`src/rtl/ht16d35a_pkg.sv`:
```
// Shared types and constants for the HT16D35A SPI scheduler.
//   ht16d35a_cmd_t : one SPI command (byte count + bytes, byte 0 sent first)
//   INIT_LEN/CMDS  : power-up list broadcast to every chip after reset
//   sched_state_t  : scheduler FSM states
package ht16d35a_pkg;

  localparam int CMD_BYTES = 8;
  localparam int CMD_CNT_W = 3;

  typedef struct packed {
    logic [CMD_CNT_W-1:0]      count;
    logic [CMD_BYTES-1:0][7:0] bytes;
  } ht16d35a_cmd_t;

  localparam int INIT_LEN   = 5;
  localparam int INIT_IDX_W = $clog2(INIT_LEN + 1);

  localparam ht16d35a_cmd_t INIT_CMDS [INIT_LEN] = '{
    '{count: 3'd1, bytes: 64'h0000_0000_0000_00CC},  // software reset
    '{count: 3'd2, bytes: 64'h0000_0000_0000_0135},  // system mode: oscillator on
    '{count: 3'd2, bytes: 64'h0000_0000_0000_0332},  // COM count
    '{count: 3'd2, bytes: 64'h0000_0000_0000_4037},  // global brightness
    '{count: 3'd2, bytes: 64'h0000_0000_0000_0335}   // display on
  };

  typedef enum logic [2:0] {
    S_SYNC,
    S_INIT,
    S_ARB,
    S_ISSUE,
    S_WAIT
  } sched_state_t;

endpackage

```
`src/rtl/ht16d35a_spi_scheduler_rr_arbiter.sv`:
```
// Combinational round-robin priority search.
//   valid     : request vector
//   ptr       : last winner; search starts at ptr+1 mod N
//   found     : any valid bit set
//   grant_idx : index of first set bit in rotated order
module rr_arbiter #(
  parameter int N = 4,
  parameter int W = $clog2(N)
) (
  input  logic [N-1:0] valid,
  input  logic [W-1:0] ptr,
  output logic         found,
  output logic [W-1:0] grant_idx
);

  function automatic logic [W-1:0] rot(input logic [W-1:0] p, input int i);
    return W'((int'(p) + i) % N);
  endfunction

  // Walk from lowest priority to highest so the nearest requester overrides.
  always_comb begin
    found     = 1'b0;
    grant_idx = '0;
    for (int i = N; i >= 1; i--) begin
      if (valid[rot(ptr, i)]) begin
        found     = 1'b1;
        grant_idx = rot(ptr, i);
      end
    end
  end

endmodule

```
`src/rtl/ht16d35a_spi_scheduler.sv`:
```
// Shares one HT16D35A SPI controller between NUM_REQ requesters.
// After reset it broadcasts the power-up command list, then grants whole
// transactions round-robin.
//   req_valid/cs/data/count : per-requester request, held until req_ack
//   req_ack / req_done      : one-cycle pulses, request latched / finished
//   init_done               : power-up list complete
//   spi_activate/cs/data/count, spi_busy : controller handshake
module ht16d35a_spi_scheduler
  import ht16d35a_pkg::*;
#(
  parameter int NUM_REQ      = 4,
  parameter int NUM_SELECTS  = 2,
  parameter int OUT_BYTES    = 8,
  parameter int OUT_BYTES_SZ = $clog2(OUT_BYTES),
  parameter int REQ_SZ       = $clog2(NUM_REQ)
) (
  input  logic                                         clk,
  input  logic                                         reset_n,
  input  logic [NUM_REQ-1:0]                           req_valid,
  input  logic [NUM_REQ-1:0][NUM_SELECTS-1:0]          req_cs,
  input  logic [NUM_REQ-1:0][OUT_BYTES-1:0][7:0]       req_data,
  input  logic [NUM_REQ-1:0][OUT_BYTES_SZ-1:0]         req_count,
  output logic [NUM_REQ-1:0]                           req_ack,
  output logic [NUM_REQ-1:0]                           req_done,
  output logic                                         init_done,
  output logic                                         spi_activate,
  output logic [NUM_SELECTS-1:0]                       spi_cs,
  output logic [OUT_BYTES-1:0][7:0]                    spi_data,
  output logic [OUT_BYTES_SZ-1:0]                      spi_count,
  input  logic                                         spi_busy
);

  sched_state_t                r_state, w_state_nxt;
  logic [INIT_IDX_W-1:0]       r_idx, w_idx_nxt;
  logic [REQ_SZ-1:0]           r_ptr, w_ptr_nxt;
  logic [REQ_SZ-1:0]           r_gnt, w_gnt_nxt;
  logic                        r_is_init, w_is_init_nxt;
  logic                        r_init_done, w_init_done_nxt;
  logic                        r_act, w_act_nxt;
  logic [NUM_SELECTS-1:0]      r_cs, w_cs_nxt;
  logic [OUT_BYTES-1:0][7:0]   r_data, w_data_nxt;
  logic [OUT_BYTES_SZ-1:0]     r_count, w_count_nxt;
  logic [NUM_REQ-1:0]          r_ack, w_ack_nxt;
  logic [NUM_REQ-1:0]          r_done, w_done_nxt;

  logic                        w_found;
  logic [REQ_SZ-1:0]           w_gidx;
  ht16d35a_cmd_t               w_cmd;

  rr_arbiter #(.N(NUM_REQ), .W(REQ_SZ)) u_arb (
    .valid     (req_valid),
    .ptr       (r_ptr),
    .found     (w_found),
    .grant_idx (w_gidx)
  );

  assign w_cmd = INIT_CMDS[r_idx];

  always_comb begin
    w_state_nxt     = r_state;
    w_idx_nxt       = r_idx;
    w_ptr_nxt       = r_ptr;
    w_gnt_nxt       = r_gnt;
    w_is_init_nxt   = r_is_init;
    w_init_done_nxt = r_init_done;
    w_act_nxt       = r_act;
    w_cs_nxt        = r_cs;
    w_data_nxt      = r_data;
    w_count_nxt     = r_count;
    w_ack_nxt       = '0;
    w_done_nxt      = '0;
    case (r_state)
      // Controller holds busy while it is itself in reset.
      S_SYNC: begin
        if (!spi_busy) begin
          if (INIT_LEN > 0) begin
            w_state_nxt = S_INIT;
          end else begin
            w_init_done_nxt = 1'b1;
            w_state_nxt     = S_ARB;
          end
        end
      end
      S_INIT: begin
        w_cs_nxt      = '1;
        w_count_nxt   = OUT_BYTES_SZ'(w_cmd.count);
        for (int b = 0; b < OUT_BYTES; b++) begin
          w_data_nxt[b] = (b < CMD_BYTES) ? w_cmd.bytes[b] : 8'h00;
        end
        w_is_init_nxt = 1'b1;
        w_act_nxt     = 1'b1;
        w_state_nxt   = S_ISSUE;
      end
      S_ARB: begin
        if (r_init_done && w_found) begin
          w_cs_nxt      = req_cs[w_gidx];
          w_data_nxt    = req_data[w_gidx];
          w_count_nxt   = req_count[w_gidx];
          w_ack_nxt     = NUM_REQ'(1) << w_gidx;
          w_gnt_nxt     = w_gidx;
          w_ptr_nxt     = w_gidx;
          w_is_init_nxt = 1'b0;
          w_act_nxt     = 1'b1;
          w_state_nxt   = S_ISSUE;
        end
      end
      // Controller samples activate only on its half-bit tick, so keep it
      // up until busy proves the transaction was accepted.
      S_ISSUE: begin
        if (spi_busy) begin
          w_act_nxt   = 1'b0;
          w_state_nxt = S_WAIT;
        end
      end
      S_WAIT: begin
        if (!spi_busy) begin
          if (r_is_init) begin
            w_idx_nxt = r_idx + 1'b1;
            if (r_idx == INIT_IDX_W'(INIT_LEN - 1)) begin
              w_init_done_nxt = 1'b1;
              w_state_nxt     = S_ARB;
            end else begin
              w_state_nxt = S_INIT;
            end
          end else begin
            w_done_nxt  = NUM_REQ'(1) << r_gnt;
            w_state_nxt = S_ARB;
          end
        end
      end
      default: w_state_nxt = S_SYNC;
    endcase
  end

  always_ff @(posedge clk or negedge reset_n) begin
    if (!reset_n) begin
      r_state     <= S_SYNC;
      r_idx       <= '0;
      r_ptr       <= REQ_SZ'(NUM_REQ - 1);
      r_gnt       <= '0;
      r_is_init   <= 1'b0;
      r_init_done <= 1'b0;
      r_act       <= 1'b0;
      r_cs        <= '0;
      r_data      <= '0;
      r_count     <= '0;
      r_ack       <= '0;
      r_done      <= '0;
    end else begin
      r_state     <= w_state_nxt;
      r_idx       <= w_idx_nxt;
      r_ptr       <= w_ptr_nxt;
      r_gnt       <= w_gnt_nxt;
      r_is_init   <= w_is_init_nxt;
      r_init_done <= w_init_done_nxt;
      r_act       <= w_act_nxt;
      r_cs        <= w_cs_nxt;
      r_data      <= w_data_nxt;
      r_count     <= w_count_nxt;
      r_ack       <= w_ack_nxt;
      r_done      <= w_done_nxt;
    end
  end

  assign req_ack      = r_ack;
  assign req_done     = r_done;
  assign init_done    = r_init_done;
  assign spi_activate = r_act;
  assign spi_cs       = r_cs;
  assign spi_data     = r_data;
  assign spi_count    = r_count;

endmodule

```
`config.mk`:
```
export PLATFORM = sky130hd
export DESIGN_NAME = ht16d35a_spi_scheduler
export DESIGN_NICKNAME = d
export VERILOG_FILES = /design/src/rtl/ht16d35a_pkg.sv /design/src/rtl/ht16d35a_spi_scheduler_rr_arbiter.sv /design/src/rtl/ht16d35a_spi_scheduler.sv
export SDC_FILE = /design/constraint.sdc
export NUM_CORES = 1
export LEC_CHECK = 0
export ABC_AREA = 1
export BUFFER_PORTS_ARGS = -buffer_cell sky130_fd_sc_hd__buf_4
export CORE_ASPECT_RATIO = 1.25
export CORE_MARGIN = 2
export CORE_UTILIZATION = 30
export CTS_BUF_LIST = sky130_fd_sc_hd__clkbuf_8
export DETAILED_ROUTE_END_ITERATION = 10
export GPL_TIMING_DRIVEN = 0
export PLACE_DENSITY_LB_ADDON = 0.15
export RECOVER_POWER = 50
export SLEW_MARGIN = 15
export SYNTH_ARGS = -nofsm -noshare
export SYNTH_HDL_FRONTEND = slang
export SYNTH_SLANG_ARGS = --single-unit
export TNS_END_PERCENT = 1
```
`constraint.sdc`:
```
create_clock -name clk -period 6.09 [get_ports clk]
set_clock_uncertainty 0.1 [all_clocks]
set_input_delay 0.609 -clock clk [delete_from_list [all_inputs] [get_ports clk]]
set_output_delay 0.609 -clock clk [all_outputs]
set_load 0.02 [all_outputs]
```
== Word level (Yosys, flattened, before mapping) ==
Memories as Yosys holds them, arrays and structs flattened.
Index checks and enable logic that the tools add are counted.
Widths: inputs -> output; s select.

* Reduce and logical (&&, ||, !) cells: 10
* Mux-type cells: 47
* $mul: 0
* Bitwise operators: 2
* Add/sub/neg operators: 5
* Shift operators: 2
* $lt $le $gt $ge: 6
* Divide/modulo/power cells: 0
* Equal/unequal tests: 9

{| class="wikitable"
|+ Operators by type and width
! cell !! number
|-
| $mux 67 || 2
|-
| $bmux 64 s2 || 1
|-
| $mux 64 || 2
|-
| $pmux 64 s2 || 1
|-
| $mux 3 || 7
|-
| $mux 4 || 5
|-
| $lt 2x3->1 const B || 5
|-
| $pmux 3 s5 || 1
|-
| $mux 2 || 7
|-
| $mux 1 || 11
|-
| $bmux 1 s2 || 4
|-
| $ne 2x2->1 const B || 4
|-
| $reduce_and 4->1 || 2
|-
| $shl 1x2->4 const A || 2
|-
| $bmux 3 s2 || 1
|-
| $eq 3x2->1 const B || 2
|-
| $eq 3x3->1 const B || 2
|-
| $pmux 3 s2 || 1
|-
| $reduce_and 3->1 || 2
|-
| $add 2x1->2 const B || 2
|-
| $add 2x2->2 const B || 2
|-
| $bmux 2 s2 || 1
|-
| $ge 4x4->1 const B || 1
|-
| $not 3->4 || 1
|-
| 11 further kinds || 12
|}

* Memories: 1
* Bits in writable memories: 0
* ROM bits: 536
* Bits in latches: 0
* Bits in registers: 90

{| class="wikitable"
|+ Memory list
! memory !! depth !! bits a word !! read ports !! clocked after Yosys merged registers in !! wr ports !! RTL line !! text
|-
| (name not given) || 8 || 67 || 1 || 0 || 0 || ht16d35a_spi_scheduler.sv:57 || <nowiki>assign w_cmd = INIT_CMDS[r_idx];</nowiki>
|}

== Longest topological paths before layout ==
* Depth in word-level cells: 11
* Mapped depth: 17
* Gate-level depth less buffers: 14

== Cells and area by module ==
Synthesis repeated with hierarchy kept, for this count alone.

* Cell total of the unflattened synthesis: 955
* Area total of the unflattened synthesis: 6090.8 µm²

{| class="wikitable"
|+ Modules (own cells, without submodules)
! module !! instances !! cells an instance !! area an instance (µm²) !! sequential area each (µm²)
|-
| ht16d35a_spi_scheduler || 1 || 904 || 5844.4 || 2254.7
|-
| rr_arbiter || 1 || 51 || 246.5 || 0.0
|}

== Worst setup path after synthesis ==
No wires, ideal clock.

* Path kind: input-to-reg
* From: in req_valid[3]
* To: reg r_cs[1], in the netlist spi_cs[1]
* Buffers on the path: 1
* Stages on the path: 11
* Path slack: 4.089 ns
* Arrival time: 1.788 ns
* Cells stage by stage: inv_1 nand2_1 nand2_1 nand2_1 o31ai_2 nand2_1 nand2_2 clkbuf_1 nand2_1 nand2_1 inv_1

* Cells in the longest elaborated chain, start to end: 10

{| class="wikitable"
|+ RTL lines
! item !! RTL line !! text
|-
| from (decl) || ht16d35a_spi_scheduler.sv:19 || <nowiki>input logic [NUM_REQ-1:0] req_valid,</nowiki>
|-
| $bmux 1 s2 || ht16d35a_spi_scheduler_rr_arbiter.sv:25 || <nowiki>if (valid[rot(ptr, i)]) begin</nowiki>
|-
| $mux 1 (not written as such) || ht16d35a_spi_scheduler_rr_arbiter.sv:25 ||
|-
| $mux 2 (4 in series) || ht16d35a_spi_scheduler_rr_arbiter.sv:25 ||
|-
| $bmux 2 s2 || ht16d35a_spi_scheduler.sv:96 || <nowiki>w_cs_nxt = req_cs[w_gidx];</nowiki>
|-
| $mux 2 (not written as such) || ht16d35a_spi_scheduler.sv:96 ||
|-
| $mux 2 || ht16d35a_spi_scheduler.sv:95 || <nowiki>if (r_init_done && w_found) begin</nowiki>
|-
| $pmux 2 s2 || ht16d35a_spi_scheduler.sv:72 || <nowiki>case (r_state)</nowiki>
|-
| to (signal assigned) || ht16d35a_spi_scheduler.sv:157 || <nowiki>r_cs <= w_cs_nxt;</nowiki>
|-
| to (decl) || ht16d35a_spi_scheduler.sv:40 || <nowiki>logic [NUM_SELECTS-1:0] r_cs, w_cs_nxt;</nowiki>
|}

Parallel ways exist; a longest one is shown, timed or not. The select of a mux whose other input is x is not followed.
A chain may end at the register's enable or synchronous reset.

== Worst setup path in the final report ==
* From: reg r_ptr[0]
* To: reg r_data, in the netlist spi_data[3]

* Cells in the longest elaborated chain, start to end: 11

{| class="wikitable"
|+ RTL lines
! item !! RTL line !! text
|-
| from (decl) || ht16d35a_spi_scheduler.sv:35 || <nowiki>logic [REQ_SZ-1:0] r_ptr, w_ptr_nxt;</nowiki>
|-
| from (signal assigned) || ht16d35a_spi_scheduler.sv:139 || <nowiki>r_ptr <= REQ_SZ'(NUM_REQ - 1);</nowiki>
|-
| from (signal assigned) || ht16d35a_spi_scheduler.sv:152 || <nowiki>r_ptr <= w_ptr_nxt;</nowiki>
|-
| $add 2x1->2 || ht16d35a_spi_scheduler_rr_arbiter.sv:17 || <nowiki>return W'((int'(p) + i) % N);</nowiki>
|-
| $bmux 1 s2 || ht16d35a_spi_scheduler_rr_arbiter.sv:25 ||
|-
| $mux 1 (not written as such) || ht16d35a_spi_scheduler_rr_arbiter.sv:25 ||
|-
| $mux 2 (4 in series) || ht16d35a_spi_scheduler_rr_arbiter.sv:25 ||
|-
| $bmux 64 s2 || ht16d35a_spi_scheduler.sv:97 || <nowiki>w_data_nxt = req_data[w_gidx];</nowiki>
|-
| $mux 64 (not written as such) || ht16d35a_spi_scheduler.sv:97 ||
|-
| $mux 64 || ht16d35a_spi_scheduler.sv:95 ||
|-
| $pmux 64 s2 || ht16d35a_spi_scheduler.sv:72 ||
|-
| to (signal assigned) || ht16d35a_spi_scheduler.sv:158 || <nowiki>r_data <= w_data_nxt;</nowiki>
|-
| to (decl) || ht16d35a_spi_scheduler.sv:41 || <nowiki>logic [OUT_BYTES-1:0][7:0] r_data, w_data_nxt;</nowiki>
|}

Parallel ways exist; a longest one is shown, timed or not. The select of a mux whose other input is x is not followed.

==> flow_summary_export.csv <==
group,metric,value,unit
status,run_status,"finished, violations left",
status,violations,"max-capacitance violations, max-slew violations",
power,p_per_area,245.2,nW/µm²
critical_path,endpoint_kind,"flop",
floorplan,core-area,20100,µm²
floorplan,count_of_pins_on_the_block_boundary,362,
sta,finalMaxSlewViolations,33,
clock_tree,htree_levels,3,
drt,detail_route.wl_per_cell,16.67,µm
sta,tightestPinTransition,2033,ps
critical_path,timing.setup.critical_path_class,"flop to flop",
synth,synthesis.yosys.warnings,0,
critical_path,timing.rr.end,"spi_data[3]",
sta,period_minus_slack,2748,ps
sta,max-slew-margin-rel,-0.3554,
floorplan,die_w,132.1,µm
layout,antenna_cells,0,
sta,timing.final.hold_violations,0,
critical_path,reg2reg_from,"r_ptr[0]",
synth,yosys_register_bits,90,
critical_path,worst_setup_sp_type,"flop",
sta,fmax,363.9,MHz
placement,io_buffers,361,
min_path,hp-start,"r_gnt[0]",
grt,gr-usage-met1,0.2879,
power,power_leakage,5.322,nW
synth,syn_inst,977,
synth,postSynthAreaPerCell,6.298,µm²
clock_tree,insertion_delay,380,ps
critical_path,crit_path_end,"spi_data[3]",
grt,use_met2,0.4453,
clock_tree,cts_root_buffer,"sky130_fd_sc_hd__clkbuf_8",
drt,final_antenna_violating_net_count,0,
critical_path,r2r_setup_slack,3340,ps
layout,num-fill-cells,2222,
floorplan,die_area,21680,µm²
floorplan,start_util,0.3061,
placement,post-dp-hpwl,21.78,mm
clock_tree,post_cts.resized_instances,0,
floorplan,rows,58,
clock_tree,cts-hold-fix-buffers,0,
grt,grt_start_max_net_pins,59,
synth,synth.cell_area,6153,µm²
grt,global_route_total_overflow,0,
sta,timing.final.setup_violations,0,
clock_tree,numCtsBuffers,9,
sta,unrepaired_setup_endpoints_after_global_routing,"false",
power,worst_ir_drop_vdd,140.9,µV
sta,final.setup.tns,0,ps
clock_tree,tritoncts,"built",
sta,timing.final.crit_share,0.4512,
clock_tree,clkTransAtPathRegs,100,ps
grt,number_of_antenna_violations_at_the_first_check_in_global_routing,0,
drt,postRouteWirelength,27.08,mm
grt,grt.total_usage,0.2441,
grt,grt.busiest_layer,"met2",
synth,net_count_after_synthesis,1265,
clock_tree,cts.sink_count,90,
drt,drt_pre_antenna_iters,5,
grt,groute.layer.met3.usage,0.04383,
drt,number_of_vias_in_the_routed_layout,7705,
placement,gp_congestion,0.8785,
drt,drc_errors,0,
critical_path,ff2ff_path_depth,14,
clock_tree,clockBufferDepth,2,
critical_path,worst_setup_path_startpoint,"r_ptr[0]",
layout,drive_above_1_share,0.2923,
layout,commonest_cells_after_routing_fill_and_taps_aside,"sky130_fd_sc_hd__nand2_1, sky130_fd_sc_hd__buf_4, sky130_fd_sc_hd__nand3_1",
critical_path,critPathArrivalTime,2960,ps
layout,fin_nets,1638,
drt,initialDrtViolationCount,518,
clock_tree,setup_bufs_post_cts,0,
layout,multi_input_comb_area,3236,µm²
layout,seq_area,2255,µm²
sta,hold_slack,362.0,ps
critical_path,cp_max_fo,10,
synth,synth.yosys.seq_area_share,0.3664,
power,power.total,0.002287,W
min_path,worstHoldPathType,"flop to flop",
grt,wire_length_of_the_first_global_routing_pass,41.04,mm
layout,areaGrowthSynthToFinish,51.55,%
layout,final_common_cell,"sky130_fd_sc_hd__nand2_1",
drt,drt-vias-per-instance,4.742,
floorplan,chipHeight,164.1,µm
grt,first_global_vias,7635,
synth,synth_cell_types,31,
critical_path,timing.critical_path.required,6300,ps
job,max_cap_viol_count,1,
## worst min-delay path by stage
stage                        end  slack, ps  cells after the start
detailed placement   req_done[2]        350                      1
global route         req_done[3]        350                      2
CTS                 spi_data[45]         80                      1
global placement     req_done[2]        340                      1
finish               req_done[2]        360                      1
floorplan              init_done        210                      0
## flip-flops by register name (all words and copies together) (netlist names)
signal and flops:
init_done 1, r_gnt 2, r_idx 3, r_is_init 1, r_ptr 2, r_state 3
req_ack 4, req_done 4, spi_activate 1, spi_count 3, spi_cs 2, spi_data 64
## metrics by stage
stage                     cells  cell area (µm²)  setup WS [ps]    util
after global placement     1608             9201           3276  0.4577
after detailed placement   1609             9229           3242  0.4591
after global routing       1625             9325           3097  0.4639
after floorplan             977             6153           4089       -
after CTS                  1625             9464           3305  0.4708
final                      1625             9325           3342  0.4639
## synth_stat cells (all sizes together)
master  count  share of area
a32oi       1         0.0014
o21bai      1         0.0012
buf        42          0.042
o21ai       9         0.0079
nand3     240           0.20
dfstp       2         0.0085
nor3        8         0.0083
o21a        1         0.0012
dfrtp      88           0.36
a21oi       6         0.0049
clkbuf     20          0.012
inv        86          0.053
o31ai       1         0.0020
nor2       12         0.0077
ha          5          0.010
a31oi       4         0.0041
nand3b      4         0.0049
nand4       1         0.0010
nand2     445           0.27
xor2        1         0.0014
## cells by family (layout without fill, tap and decap cells)
logic type	count (synthesis)	after routing	share of synthesized area
fa+ha+maj	5	5	0.01017
simple gates	710	710	0.4915
xor+xnor	1	1	0.001424
compound gates	23	23	0.02277
flops	90	90	0.3664
buf+inv	148	526	0.1078
## worst max-delay path, cell delays in order, from the launching register on
cell                      delay [ps]
sky130_fd_sc_hd__dfstp_2         540
sky130_fd_sc_hd__buf_6           130
sky130_fd_sc_hd__inv_4            60
sky130_fd_sc_hd__nand2_1          50
sky130_fd_sc_hd__nand2_1          90
sky130_fd_sc_hd__nand2_1         110
sky130_fd_sc_hd__nand3_1          80
sky130_fd_sc_hd__nand2_1          60
sky130_fd_sc_hd__nand2_1         330
sky130_fd_sc_hd__inv_2           340
sky130_fd_sc_hd__buf_2           330
sky130_fd_sc_hd__nand3_1         130
sky130_fd_sc_hd__nand3_1         150
sky130_fd_sc_hd__nand2_1         100
sky130_fd_sc_hd__nand2_1          70
## metal layers
layer / vias to the layer above / part of all wire
li1: 3843 / -
met1: 3535 / 0.40
met2: 281 / 0.52
met3: 46 / 0.056
met4: 0 / 0.027
met5: - / 0
## final cells by class
cell class,instances,share of cell area
Multi-Input combinational cell,739,0.3470
Timing Repair Buffer,362,0.2787
Sequential cell,90,0.2418
Tap cell,270,0.03623
Buffer,62,0.03596
Inverter,86,0.03515
Clock buffer,10,0.01476
Clock inverter,6,0.01047
## report_power, final
group | total, W | internal, W | switching [W] | leakage [nW]
Combinational | 0.00108 | 0.000387 | 0.000694 | 4.01
Sequential | 0.000719 | 0.000668 | 0.0000513 | 1.19
Clock | 0.000487 | 0.000248 | 0.000239 | 0.119
Total | 0.00229 | 0.00130 | 0.000984 | 5.32
Power figures use the tool's default switching activity.
